## config.mk

```make
export PLATFORM = sky130hd
export DESIGN_NAME = rom_arbiter_flat
export DESIGN_NICKNAME = d
export VERILOG_FILES = /design/src/rtl/rom_arbiter_if.sv /design/src/rtl/rom_arbiter.sv /design/src/flat_wrapper.sv
export SDC_FILE = /design/constraint.sdc
export NUM_CORES = 1
export LEC_CHECK = 0
export ABC_AREA = 1
export CAP_MARGIN = 40
export CORE_AREA = 4 4 190 192
export CTS_BUF_LIST = sky130_fd_sc_hd__clkbuf_8
export CTS_CLUSTER_SIZE = 16
export DETAILED_ROUTE_END_ITERATION = 8
export DIE_AREA = 0 0 194 196
export GPL_ROUTABILITY_DRIVEN = 0
export PLACE_DENSITY = 0.75
export SLEW_MARGIN = 10
export SYNTH_ARGS = -nofsm -noshare
export SYNTH_HDL_FRONTEND = slang
export SYNTH_SLANG_ARGS = --single-unit
```

## constraint.sdc

```tcl
create_clock -name clk -period 1.8 [get_ports clk]
set_input_delay 0.36 -clock clk [delete_from_list [all_inputs] [get_ports clk]]
set_output_delay 0.36 -clock clk [all_outputs]
set_load 0.05 [all_outputs]
```

## src/rtl/rom_arbiter_if.sv

```systemverilog
// rom_arbiter_if: bundles the two requester ports and the ROM-side pins of
// rom_arbiter.
//   slave  modport : the arbiter's view (requests and ROM response in,
//                    completions, returned lines and ROM request out)
//   master modport : the requester/ROM environment's view (directions reversed)
// Signals:
//   req0_*  : port 0 (ICache refill) address/valid in, ready pulse/line out
//   req1_*  : port 1 (data-side line fetch) address/valid in, ready/line out
//   rom_*   : registered address/request out, ready pulse/line data in
//   busy_o  : arbiter is in a non-IDLE state
interface rom_arbiter_if #(
    parameter int unsigned ADDR_W = 32,
    parameter int unsigned DATA_W = 128
);
    logic [ADDR_W-1:0] req0_addr_i;
    logic              req0_valid_i;
    logic              req0_ready_o;
    logic [DATA_W-1:0] req0_data_o;

    logic [ADDR_W-1:0] req1_addr_i;
    logic              req1_valid_i;
    logic              req1_ready_o;
    logic [DATA_W-1:0] req1_data_o;

    logic [ADDR_W-1:0] rom_addr_o;
    logic              rom_valid_req_o;
    logic              rom_ready_i;
    logic [DATA_W-1:0] rom_data_i;

    logic              busy_o;

    modport slave (
        input  req0_addr_i, req0_valid_i, req1_addr_i, req1_valid_i,
        input  rom_ready_i, rom_data_i,
        output req0_ready_o, req0_data_o, req1_ready_o, req1_data_o,
        output rom_addr_o, rom_valid_req_o, busy_o
    );

    modport master (
        output req0_addr_i, req0_valid_i, req1_addr_i, req1_valid_i,
        output rom_ready_i, rom_data_i,
        input  req0_ready_o, req0_data_o, req1_ready_o, req1_data_o,
        input  rom_addr_o, rom_valid_req_o, busy_o
    );
endinterface

```

## src/rtl/rom_arbiter.sv

```systemverilog
// rom_arbiter: shares the single ROM port between port 0 (ICache refill) and
// port 1 (data-side line fetch). One transaction at a time: the winner's
// address is registered onto the ROM bus, and the ROM's ready pulse and line
// are routed back to the winner in the same cycle.
// Ports:
//   clk    : core clock
//   rst_n  : asynchronous active-low reset
//   bus    : rom_arbiter_if.slave (requester ports, ROM pins, busy_o)
// Build option:
//   ROM_ARB_ROUND_ROBIN_EN defined   -> a tie goes to the port that did not
//                                       win last (alternating grants)
//   ROM_ARB_ROUND_ROBIN_EN undefined -> a tie goes to port 1 (fixed priority)
module rom_arbiter #(
    parameter int unsigned ADDR_W = 32,
    parameter int unsigned DATA_W = 128
) (
    input  logic          clk,
    input  logic          rst_n,
    rom_arbiter_if.slave  bus
);

    typedef enum logic [1:0] {
        ST_IDLE = 2'd0,
        ST_BUS0 = 2'd1,
        ST_BUS1 = 2'd2,
        ST_DONE = 2'd3
    } state_t;

    state_t            r_state;
    logic              r_last_grant;
    logic [ADDR_W-1:0] r_rom_addr;
    logic              r_rom_valid;
    logic [DATA_W-1:0] r_data0;
    logic [DATA_W-1:0] r_data1;

    logic w_tie_pick1;
    logic w_grant1;
    logic w_any_valid;
    logic w_done0;
    logic w_done1;

    // Tie-break choice between the two ports
`ifdef ROM_ARB_ROUND_ROBIN_EN
    assign w_tie_pick1 = ~r_last_grant;
`else
    // Grant history is still tracked; fixed priority simply overrides it
    assign w_tie_pick1 = r_last_grant | 1'b1;
`endif

    assign w_any_valid = bus.req0_valid_i | bus.req1_valid_i;
    assign w_grant1    = bus.req1_valid_i & (~bus.req0_valid_i | w_tie_pick1);

    // ROM completion only counts while a transfer is actually on the bus
    assign w_done0 = (r_state == ST_BUS0) & bus.rom_ready_i;
    assign w_done1 = (r_state == ST_BUS1) & bus.rom_ready_i;

    // Completion is forwarded in the ROM's ready cycle; otherwise hold last line
    assign bus.req0_ready_o = w_done0;
    assign bus.req1_ready_o = w_done1;
    assign bus.req0_data_o  = w_done0 ? bus.rom_data_i : r_data0;
    assign bus.req1_data_o  = w_done1 ? bus.rom_data_i : r_data1;

    assign bus.rom_addr_o      = r_rom_addr;
    assign bus.rom_valid_req_o = r_rom_valid;
    assign bus.busy_o          = (r_state != ST_IDLE);

    // Arbitration FSM with registered ROM request and line capture
    always_ff @(posedge clk or negedge rst_n) begin
        if (!rst_n) begin
            r_state      <= ST_IDLE;
            r_last_grant <= 1'b1;
            r_rom_addr   <= '0;
            r_rom_valid  <= 1'b0;
            r_data0      <= '0;
            r_data1      <= '0;
        end else begin
            case (r_state)
                ST_IDLE: begin
                    if (w_any_valid) begin
                        r_rom_valid <= 1'b1;
                        r_rom_addr  <= w_grant1 ? bus.req1_addr_i : bus.req0_addr_i;
                        r_state     <= w_grant1 ? ST_BUS1 : ST_BUS0;
                    end
                end
                ST_BUS0: begin
                    if (bus.rom_ready_i) begin
                        r_rom_valid  <= 1'b0;
                        r_last_grant <= 1'b0;
                        r_data0      <= bus.rom_data_i;
                        r_state      <= ST_DONE;
                    end
                end
                ST_BUS1: begin
                    if (bus.rom_ready_i) begin
                        r_rom_valid  <= 1'b0;
                        r_last_grant <= 1'b1;
                        r_data1      <= bus.rom_data_i;
                        r_state      <= ST_DONE;
                    end
                end
                // One-cycle bubble so the winner can drop its valid
                ST_DONE: r_state <= ST_IDLE;
                default: r_state <= ST_IDLE;
            endcase
        end
    end

endmodule

```

## src/flat_wrapper.sv

```systemverilog
// flat-port wrapper written by rule: the top's interface ports become plain ports
module rom_arbiter_flat 
#(
    parameter int unsigned ADDR_W = 32,
    parameter int unsigned DATA_W = 128
)
  (clk, rst_n, bus_req0_addr_i, bus_req0_valid_i, bus_req1_addr_i, bus_req1_valid_i, bus_rom_ready_i, bus_rom_data_i, bus_req0_ready_o, bus_req0_data_o, bus_req1_ready_o, bus_req1_data_o, bus_rom_addr_o, bus_rom_valid_req_o, bus_busy_o);
  rom_arbiter_if #(.ADDR_W(ADDR_W), .DATA_W(DATA_W)) bus_i ();
  input  logic clk;
  input  logic rst_n;
  input wire logic [$bits(bus_i.req0_addr_i)-1:0] bus_req0_addr_i;
  input wire logic [$bits(bus_i.req0_valid_i)-1:0] bus_req0_valid_i;
  input wire logic [$bits(bus_i.req1_addr_i)-1:0] bus_req1_addr_i;
  input wire logic [$bits(bus_i.req1_valid_i)-1:0] bus_req1_valid_i;
  input wire logic [$bits(bus_i.rom_ready_i)-1:0] bus_rom_ready_i;
  input wire logic [$bits(bus_i.rom_data_i)-1:0] bus_rom_data_i;
  output wire logic [$bits(bus_i.req0_ready_o)-1:0] bus_req0_ready_o;
  output wire logic [$bits(bus_i.req0_data_o)-1:0] bus_req0_data_o;
  output wire logic [$bits(bus_i.req1_ready_o)-1:0] bus_req1_ready_o;
  output wire logic [$bits(bus_i.req1_data_o)-1:0] bus_req1_data_o;
  output wire logic [$bits(bus_i.rom_addr_o)-1:0] bus_rom_addr_o;
  output wire logic [$bits(bus_i.rom_valid_req_o)-1:0] bus_rom_valid_req_o;
  output wire logic [$bits(bus_i.busy_o)-1:0] bus_busy_o;
  assign bus_i.req0_addr_i = bus_req0_addr_i;
  assign bus_i.req0_valid_i = bus_req0_valid_i;
  assign bus_i.req1_addr_i = bus_req1_addr_i;
  assign bus_i.req1_valid_i = bus_req1_valid_i;
  assign bus_i.rom_ready_i = bus_rom_ready_i;
  assign bus_i.rom_data_i = bus_rom_data_i;
  assign bus_req0_ready_o = bus_i.req0_ready_o;
  assign bus_req0_data_o = bus_i.req0_data_o;
  assign bus_req1_ready_o = bus_i.req1_ready_o;
  assign bus_req1_data_o = bus_i.req1_data_o;
  assign bus_rom_addr_o = bus_i.rom_addr_o;
  assign bus_rom_valid_req_o = bus_i.rom_valid_req_o;
  assign bus_busy_o = bus_i.busy_o;
  rom_arbiter #(.ADDR_W(ADDR_W), .DATA_W(DATA_W)) u_core (.clk(clk), .rst_n(rst_n), .bus(bus_i));
endmodule
```

After elaboration in Yosys (flattened, before gate mapping)
Index checks and enable logic that the tools add are counted.
W data, S select, Z words.
- flip-flop bits (word level): 291
- bits of input ports: 197
- word-level logic and storage cells: 32
- eq/ne operators: 5
- muxes and demuxes: 10
- bitwise gates (word level): 3
- reductions and logical operators: 9
- operators by type and width (kind ; count):
    $mux W128 ; 2
    $mux W32 ; 1
    $reduce_and A2 Y1 ; 4
    $mux W2 ; 3
    $pmux W2 S3 ; 1
    $eq A2 B2 Y1 const B ; 2
    $ne A2 B1 Y1 const B ; 2
    $reduce_bool A2 Y1 ; 2
    $reduce_and A3 Y1 ; 1
    $and A1 B1 Y1 ; 2
    $eq A2 B1 Y1 const B ; 1
    $logic_not A2 Y1 ; 1
    $mux W1 ; 2
    $pmux W1 S2 ; 1
    $reduce_or A2 Y1 ; 1
    $or A1 B1 Y1 ; 1

Logic depth before layout (Yosys ltp)
Gate-level depths: netlist (run 1).
- word-level depth: 4
- gate-level depth with buffers: 7
- gate-level depth less buffers: 7

Worst setup path before layout (run 1)
Ideal clock, no wire load.
- path type: register to output
- from: reg u_core.r_state[0]
- to: out bus_req1_data_o[81]
- data arrival time: 2155 ps
- data required time: 1440 ps
- path slack: -715 ps
- stages on the path, launching flop included: 7
- path buffers: 2
- cell sequence: dfrtp_1 inv_1 ha_1 nand2_1 buf_2 buf_2 o21ai_0
- word-level cells in the longest chain between the ends: 3
- RTL lines (item ; line ; source):
    start, declared ; rom_arbiter.sv:29 ; state_t r_state;
    start signal, assigned ; rom_arbiter.sv:82 ; r_state <= w_grant1 ? ST_BUS1 : ST_BUS0;
    $eq A2 B2 Y1 ; - ;
    $and A1 B1 Y1 ; rom_arbiter.sv:55 ; assign w_done1 = (r_state == ST_BUS1) & bus.rom_ready_i;
    $mux W128 ; rom_arbiter.sv:61 ; assign bus.req1_data_o = w_done1 ? bus.rom_data_i : r_data1;
    end, declared ; flat_wrapper.sv:20 ; output wire logic [$bits(bus_i.req1_data_o)-1:0] bus_req1_data_o;
No other way between the ends.

Worst setup path in the final report (run 1)
- from: reg u_core.r_state[1]
- to: out bus_req0_data_o[71]
- word-level cells in the longest chain between the ends: 3
- RTL lines (item ; line ; source):
    $eq A2 B1 Y1 ; rom_arbiter.sv:54 ; assign w_done0 = (r_state == ST_BUS0) & bus.rom_ready_i;
    $and A1 B1 Y1 ; rom_arbiter.sv:54 ;
    $mux W128 ; rom_arbiter.sv:60 ; assign bus.req0_data_o = w_done0 ? bus.rom_data_i : r_data0;
    end, declared ; flat_wrapper.sv:18 ; output wire logic [$bits(bus_i.req0_data_o)-1:0] bus_req0_data_o;
No other way between the ends.

==> results of run 1 <==
==> area by class of cell <==
class | instances | area share
Timing Repair Buffer | 794 | 0.402
Sequential cell | 291 | 0.262
Multi-Input combinational cell | 861 | 0.259
Clock buffer | 63 | 0.0312
Tap cell | 455 | 0.0205
Inverter | 137 | 0.0185
Clock inverter | 31 | 0.00707
Antenna cell | 5 | 0.000450
==> cell usage after synthesis <==
| library cell | count |
|---|---|
| nand2_1 | 427 |
| dfrtp_1 | 291 |
| o21ai_0 | 227 |
| o21ai_1 | 191 |
| inv_1 | 136 |
| buf_2 | 65 |
| clkbuf_1 | 20 |
| ha_1 | 4 |
| nand3_1 | 3 |
| buf_4 | 1 |
| inv_2 | 1 |
| nand2_2 | 1 |
| nand4_1 | 1 |
| nor2_2 | 1 |
| nor2_8 | 1 |
==> worst min-delay path by stage <==
stage,cells past startpoint,slack [ns],start,end
after floorplan,0,0.06,rst_n,u_core.bus.rom_addr_o[0]$_DFFE_PN0P_
after global placement,1,0.31,rst_n,u_core.r_data1[66]$_DFFE_PN0P_
after detailed placement,1,0.31,rst_n,u_core.r_data1[66]$_DFFE_PN0P_
after CTS,2,0.25,rst_n,u_core.r_data1[30]$_DFFE_PN0P_
after global routing,2,0.31,rst_n,u_core.r_data1[30]$_DFFE_PN0P_
final,2,0.29,rst_n,u_core.r_data1[30]$_DFFE_PN0P_
==> flip-flops by register name, indices dropped and copies added, names as in the netlist <==
register and flops:
u_core.r_data0 128, u_core.r_data1 128, u_core.bus.rom_addr_o 32, u_core.r_state 2
u_core.bus.rom_valid_req_o 1
==> metal layers <==
layer / track usage / share of wire
met2: 0.552 / 0.53
met5: 0 / 0
met4: 0.166 / 0.077
met1: 0.313 / 0.33
met3: 0.0622 / 0.065
==> logic make-up (layout without fill, tap and decap cells) <==
| kind of cell | count (synthesis) | in the layout | share of synthesized area |
|---|---|---|---|
| other | 0 | 5 | 0 |
| adder cells (fa/ha/maj) | 4 | 4 | 0.00417 |
| flip-flops | 291 | 291 | 0.607 |
| buffers and inverters | 223 | 1025 | 0.0768 |
| AO/OA/AOI/OAI | 418 | 418 | 0.174 |
| AND/OR/NAND/NOR | 434 | 439 | 0.138 |
==> repair_timing <==
action	in CTS	in global routing
hold buffers	1	0
endpoints found under the setup margin	284	298
gates resized for setup	399	276
pin swaps	21	40
setup buffers	49	35
hold endpoints to repair	42	0
gates cloned	24	20
==> stage by stage <==
step | hold slack [ns] | total power, mW | utilization
5_1_grt | 0.309 | 68.7 | 0.809
2_1_floorplan | 0.0644 | 31.1 | -
6_report | 0.291 | 67.0 | 0.809
4_1_cts | 0.250 | 62.3 | 0.766
3_5_place_dp | 0.312 | 52.0 | 0.670
3_3_place_gp | 0.311 | 51.1 | 0.670
==> power groups by stage <==
stage / combinational (mW) / sequential (mW) / clock [mW]
after global routing: 50.0 / 11.7 / 7.02
after floorplan: 19.6 / 11.5 / 0
final: 48.8 / 11.5 / 6.69
after global placement: 40.7 / 10.4 / 0
after detailed placement: 41.4 / 10.6 / 0
after CTS: 45.0 / 10.7 / 6.50
==> worst max-delay path, cell delays in order (launching register included) <==
cell and delay [ns]:
dfrtp_1 0.43, inv_2 0.10, ha_4 0.24, nand2_8 0.16, buf_16 0.22, nand2_1 0.14
o21ai_1 0.12, buf_4 0.17, buf_12 0.14
==> reports/summary.txt, run 1 <==
Worst VDD drop: 0.00224 V
Grt ovf: 0
Top post-synthesis cells by area: dfrtp_1 (61%), nand2_1 (13%), o21ai_0 (9.5%)
Clock Latency Late Sink: 0.64 ns
Final hold viol count: 0
Floorplan row count: 68
Pwr dens: 2410 nW/um2
Slew Viols, Final: 0
Setup ws final: -0.889 ns
Clock buffer count from CTS: 52
Die Span Y: 196 um
Tcrit/Tclk final: 1.49
Final setup vio count: 287
Vias in the first global route: 15,000
Total Die Area: 38,000 um2
Largest area contributor in the netlist: dfrtp_1
DRT iter0 DRCs: 940
# fillers: 1,641
Initial antenna violation count: 5
DP Area: 23,000 um2
Post-Syn Instances: 1,370
Final wirelength: 69.9 mm
Register area share after synthesis: 0.607
Status: complete, but fails checks
Storage element area: 7280 um2
Worst R2R End: u_core.bus.rom_addr_o[30]$_DFFE_PN0P_
CTS tree: built
Post-DP HPWL: 34.7 mm
Leakage: 12.9 nW
Most common cell after layout, fill and taps aside: buf_12
Longest Clk Path Bufs: 3
Critical Path RT: 1.44 ns
Syn Area/Cell: 8.76 um2
CP Launch Point: u_core.r_state[1]$_DFFE_PN0P_
Internal power: 34.6 mW
Yosys cell types: 15
Final Critical Period: 2.69 ns
Root Buffer Master: clkbuf_8
DR pass1 iterations: 5
Most frequent cells in the layout: buf_12 (293), dfrtp_1 (291), nand2_1 (242), o21ai_4 (206), buf_4 (197)
Skew final: 0.0548 ns
Placed insts: 2,448
Design area: 27,800 um2
Yosys top cell area share: 0.607
Layout Cells excl Fill: 2,637
Largest net degree at the start of global routing: 58
Core Area: 34,400 um2
Share of layout cells above drive strength 1: 0.508
Fmax: 372 MHz
RSZ-0062 raised after global routing: yes
Relative slew slack: 0.510
Worst Path Max Fanout: 12
Place WS: -0.668 ns
# clock sinks: 291
Clock network power share: 0.100
Min-delay worst type: in2async
Area delta synth->final: 132%
Worst slew pin tran: 0.734 ns
Critical path destination: bus_req0_data_o[71]
Area of the multi-input gates: 7190 um2
Clk pin slew, worst setup/hold paths: 0.08 ns
WL/cell: 26.5 um
First-pass GRT wire length: 89.0 mm
Via count: 14,200
Seq pwr share: 0.172
R2R Path Start: u_core.r_state[1]$_DFFE_PN0P_
Nets: 2,338
CP Capture Type: output pin
GRT Overall Usage: 0.297
FF+latch count, synth: 291
# DRC: 0
Max Cap Viol: 0
Yosys warns: 0
Post-Syn Area: 12,000 um2
Sw Ratio: 0.483
Register-to-Register Path Depth: 9
Total Negative Setup Slacks: -194.86 ns
Logic pwr share: 0.728
Worst Path Class, Setup: reg2out
Total number of H-tree levels: 2
Initial core utilization: 0.349
CP Launch Type: flop
Antenna violation net count after detailed routing: 0
Violated checks: setup timing
Syn_nets: 1,571
IO Pins: 489
Vias/cell: 5.40
R2r setup slk: -0.19 ns
Die Span X: 194 um
NetSw: 32.4 mW
Arrival @ worst endpoint: 2.33 ns
Port Buffer Count: 488
Power figures use the tool's default switching activity.
==> run 2: changes to the inputs <==
CORE_AREA = unset   (was 4 4 190 192)
CORE_MARGIN = 4   (was unset)
CORE_UTILIZATION = 37   (was unset)
DIE_AREA = unset   (was 0 0 194 196)
PLACE_DENSITY = 0.78   (was 0.75)
==> run 2 against run 1 <==
Compared with the run above:
- the flow still finishes with violations (setup timing)
- critical path type unchanged
- largest cell class unchanged
- register-to-register slack better by 0.05 ns
- critical endpoint is now bus_req0_data_o[67]
- sequential power hardly changed
- wire length is 5.8% lower
- final cell count is 2.4% lower
- via count is 0.73% lower
- maximum frequency is 2.4% higher
- worst hold slack better by 0.0060 ns
- largest power group unchanged
- power is 2.9% lower
- first-iteration DRC count is 8.3% lower
==> reports/summary.txt, run 2 (synthesis gave the netlist of run 1 again) <==
Min-delay worst type: in2async
DRT iter0 DRCs: 862
Hold WS: 0.297 ns
Internal power: 33.8 mW
NetSw: 31.2 mW
Total Die Area: 35,400 um2
Seq pwr share: 0.173
Relative slew slack: 0.579
Clock buffer count from CTS: 51
Clk pin slew, worst setup/hold paths: 0.06 ns
# clock sinks: 291
Die Span X: 188 um
DR pass1 iterations: 7
Worst Path Max Fanout: 14
Logic pwr share: 0.726
IO Pins: 489
Final hold viol count: 0
Layout Cells excl Fill: 2,575
Leakage: 12.5 nW
Share of layout cells above drive strength 1: 0.467
Total power: 65.1 mW
Vias in the first global route: 14,000
First-pass GRT wire length: 78.1 mm
Skew final: 0.0330 ns
# fillers: 1,315
GRT Overall Usage: 0.276
Status: complete, but fails checks
Vias/cell: 5.49
Slew Viols, Final: 0
Violated checks: setup timing
Placed insts: 2,412
Setup ws final: -0.828 ns
Worst Path Class, Setup: reg2out
RSZ-0062 raised after global routing: yes
Final setup vio count: 281
# DRC: 0
Pwr dens: 2430 nW/um2
Floorplan row count: 65
GRT Max-Usage Layer: met2
CP Launch Type: flop
Port Buffer Count: 488
Initial antenna violation count: 3
Antenna violation net count after detailed routing: 0
WL/cell: 25.6 um
Die Span Y: 188 um
Place WS: -0.571 ns
Post-DP HPWL: 35.1 mm
Design area: 26,800 um2
Arrival @ worst endpoint: 2.27 ns
Grt ovf: 0
Storage element area: 7280 um2
Most frequent cells in the layout: nand2_1 (310), dfrtp_1 (291), buf_12 (288), clkdlybuf4s50_1 (195), buf_4 (183)
Clock network power share: 0.101
Most common cell after layout, fill and taps aside: nand2_1
CP max stage delay: 0.39 ns
Final Critical Period: 2.63 ns
Largest net degree at the start of global routing: 50
Worst VDD drop: 0.00168 V
Area of the multi-input gates: 6660 um2
GR Util met1: 0.299
Initial core utilization: 0.377
Critical Path RT: 1.44 ns
DP Area: 23,000 um2
Critical Path Most Common Cell: buf_12
Core Area: 31,800 um2
Met3 Use GR: 0.0640
Tcrit/Tclk final: 1.46
CTS tree: built
Worst path cell trace: buf_4, ha_4, buf_12, nand2_8, buf_6, nand2_1, o21ai_1, buf_12
Sw Ratio: 0.480
Total Negative Setup Slacks: -179.08 ns
Nets: 2,297
CP Capture Type: output pin
Total number of H-tree levels: 2
Clock Latency Late Sink: 0.59 ns
Fmax: 381 MHz
Final wirelength: 65.8 mm
Fin util: 0.842
Area delta synth->final: 123%
CP max stage cell: dfrtp_1
Root Buffer Master: clkbuf_8
Max Cap Viol: 0
Worst slew pin tran: 0.630 ns
Met2 Use GR: 0.493
Via count: 14,100
Longest Clk Path Bufs: 3
[run 2: worst max-delay path: cells and delay by family (launching register included)]
kind,cells,cell delay [ns]
adders and majority gates,1,0.16
DFF,1,0.39
buffers and inverters,4,0.67
AOI/OAI and AO/OA,1,0.19
and+or+nand+nor,2,0.28
[run 2: area by class of cell]
cell class                      instances  share of cell area
Sequential cell                       291               0.272
Tap cell                              435              0.0203
Timing Repair Buffer                  754               0.399
Multi-Input combinational cell        861               0.249
Clock inverter                         26             0.00542
Clock buffer                           68              0.0350
Antenna cell                            3            0.000281
Inverter                              137              0.0192
[run 2: final timing paths]
check | from | to | slack [ns] | cells after the start
setup / recovery | u_core.r_state[0]$_DFFE_PN0P_ | bus_req0_data_o[67] | -0.83 | 8
hold / removal | rst_n | u_core.r_data1[32]$_DFFE_PN0P_ | 0.30 | 2
setup reg to reg | u_core.r_state[0]$_DFFE_PN0P_ | u_core.bus.rom_addr_o[14]$_DFFE_PN0P_ | -0.14 | 9
hold reg to reg | u_core.bus.rom_valid_req_o$_DFFE_PN0P_ | u_core.bus.rom_valid_req_o$_DFFE_PN0P_ | 0.48 | 2
max in group asynchronous | rst_n | u_core.r_data1[24]$_DFFE_PN0P_ | 0.77 | 3
min in group clk | bus_rom_data_i[44] | u_core.r_data1[44]$_DFFE_PN0P_ | 0.42 | 3
[run 2: power by group through the flow]
stage	Clock, mW	Sequential (mW)	Combinational (mW)
finish	6.57	11.2	47.3
detailed placement	0	10.6	41.7
global route	6.92	11.4	48.5
global placement	0	10.4	40.8
floorplan	0	11.5	19.6
CTS	6.43	10.6	42.8
[run 2: what timing repair did]
action | 4_1_cts | 5_1_grt
gates resized for setup | 103 | 375
hold buffers | 1 | 0
gates cloned | 7 | 32
buffers inserted | 4 | 44
setup endpoints to repair | 259 | 277
pin swaps | 1 | 14
endpoints found under the hold margin | 39 | 0
[run 2: per-layer routing]
| metal | share of wire | wire length, um |
|---|---|---|
| met1 | 0.33 | 21700 |
| met5 | 0 | 0 |
| met3 | 0.069 | 4530 |
| met4 | 0.084 | 5560 |
| met2 | 0.52 | 34000 |
==> run 3: changes to the inputs <==
RECOVER_POWER = 100   (was unset)
TNS_END_PERCENT = 1   (was unset)
clock period = 2.7 ns   (was 1.8 ns; I/O delays follow)
==> run 3 against run 2 <==
Compared with the run above:
- the flow finishes with violations (capacitance limit, slew limit, setup timing)
- core utilization fell by 12 points
- clock skew rose by 0.0035 ns
- global-route usage fell by 4.2 points
- clock-buffer cell count fell by 1
- final cell count fell by 6.4%
- largest cell class unchanged
- wire length fell by 27%
- final area fell by 15%
==> reports/summary.txt, run 3 (synthesis gave the netlist of run 1 again) <==
Status: complete, but fails checks
Violated checks: capacitance limit, slew limit, setup timing
Tcrit/Tclk final: 1.02
Floorplan row count: 65
Fmax: 363 MHz
Worst Path Class, Setup: reg2out
# clock sinks: 291
HP Start: u_core.bus.rom_valid_req_o$_DFFE_PN0P_
Total Die Area: 35,400 um2
DR pass1 iterations: 7
Share of layout cells above drive strength 1: 0.327
CP Capture Type: output pin
Worst R2R End: u_core.bus.rom_addr_o[18]$_DFFE_PN0P_
Total number of H-tree levels: 2
Relative slew slack: -0.166
Via count: 12,100
Clk pin slew, worst setup/hold paths: 0.06 ns
Hold Path End: u_core.bus.rom_valid_req_o$_DFFE_PN0P_
Die Span X: 188 um
Nets: 2,135
GRT Overall Usage: 0.234
First-pass GRT wire length: 66.7 mm
Max Cap Viol: 1
Final setup vio count: 29
Critical Path RT: 2.16 ns
Port Buffer Count: 488
Vias in the first global route: 12,200
Storage element area: 7280 um2
Setup ws final: -0.0578 ns
Hold Path Depth: 2
Core Area: 31,800 um2
WL/cell: 19.8 um
# fillers: 1,919
Initial antenna violation count: 0
Worst Path Max Fanout: 8
Final hold viol count: 0
Die Span Y: 188 um
R2r setup slk: 0.89 ns
# diodes: 0
Design area: 22,900 um2
Final Critical Period: 2.76 ns
Clock Latency Late Sink: 0.59 ns
Grt ovf: 0
CTS tree: built
Worst slew pin tran: 1.75 ns
Longest Clk Path Bufs: 3
Hold WS: 0.475 ns
CP Launch Type: flop
DP Area: 20,600 um2
Largest net degree at the start of global routing: 59
# DRC: 0
Area delta synth->final: 90.5%
Skew final: 0.0365 ns
Final wirelength: 47.8 mm
Root Buffer Master: clkbuf_8
Initial core utilization: 0.377
Vias/cell: 5.01
DRT iter0 DRCs: 582
Slew Viols, Final: 58
Min-delay worst type: reg2reg
Area of the multi-input gates: 4700 um2
Most common cell after layout, fill and taps aside: nand2_1
RSZ-0062 raised after global routing: yes
Antenna violation net count after detailed routing: 0
Arrival @ worst endpoint: 2.22 ns
IO Pins: 489
R2R Path Start: u_core.r_state[1]$_DFFE_PN0P_
Post-DP HPWL: 31.3 mm
Place WS: -0.0418 ns
Register-to-Register Path Depth: 7
Fin util: 0.719
Clock buffer count from CTS: 50
Most frequent cells in the layout: nand2_1 (382), dfrtp_1 (290), buf_12 (269), clkdlybuf4s50_1 (228), o21ai_1 (184)
-- run 3: cell types whose count changed in the layout (fill, tap and decap cells not counted), moves of 38 or more --
cell     delta
nand2_2    -38
o21ai_1    +78
nand2_1    +72
o21ai_4   -161
o21ai_2    +79
buf_4     -130
-- run 3: final cells by class --
class / count / area share
timing repair buffer: 597 / 0.384
sequential: 291 / 0.319
multi-input combinational: 857 / 0.206
clock buffer: 67 / 0.0403
tap: 435 / 0.0238
inverter: 137 / 0.0225
clock inverter: 27 / 0.00525
-- run 3: how the worst max path moves through the flow --
| stage | start | endpoint |
|---|---|---|
| 2_1_floorplan | u_core.r_state[0]$_DFFE_PN0P_ | bus_req1_data_o[81] |
| 3_5_place_dp | bus_rom_ready_i | bus_req1_data_o[43] |
| 4_1_cts | u_core.r_state[1]$_DFFE_PN0P_ | bus_req0_data_o[9] |
| 3_3_place_gp | bus_rom_ready_i | bus_req1_data_o[9] |
| 5_1_grt | u_core.r_state[0]$_DFFE_PN0P_ | bus_req1_data_o[14] |
| 6_report | u_core.r_state[0]$_DFFE_PN0P_ | bus_req1_data_o[7] |
-- run 3: per-stage QoR --
stage / TNS [ns] / std cells
CTS: -6.06 / 2398
global placement: -0.0427 / 2300
floorplan: 0 / 1370
finish: -0.677 / 2411
global route: -22.81 / 2411
detailed placement: -0.142 / 2301
-- run 3: what timing repair did --
action / in CTS / in global routing
gates resized for setup: 164 / 245
cloned: 1 / 8
setup endpoints to repair: 251 / 243
hold endpoints to repair: 49 / 0
setup buffers: 1 / 5
hold buffers: 1 / 0
pin swaps: 1 / 2
-- run 3: critical path: stages (launching register included) --
cell     delay (ns)
dfrtp_1        0.42
inv_2          0.08
ha_4           0.18
nand2_8        0.11
buf_12         0.18
buf_16         0.15
buf_12         0.14
nand2_2        0.06
o21ai_2        0.06
buf_4          0.14
buf_12         0.13
-- run 3: metal layers --
| metal | GRT usage | part of all wire | vias to the layer above |
|---|---|---|---|
| met1 | 0.256 | 0.34 | 5834 |
| met2 | 0.411 | 0.52 | 527 |
| met4 | 0.124 | 0.062 | 0 |
| met5 | 0 | 0 | - |
| met3 | 0.0674 | 0.073 | 174 |
| li1 | - | - | 5552 |
Power of run 3 is left out: the tool's default activity adds up to more than one toggle a clock period on the data nets, which glitch-free logic cannot reach.
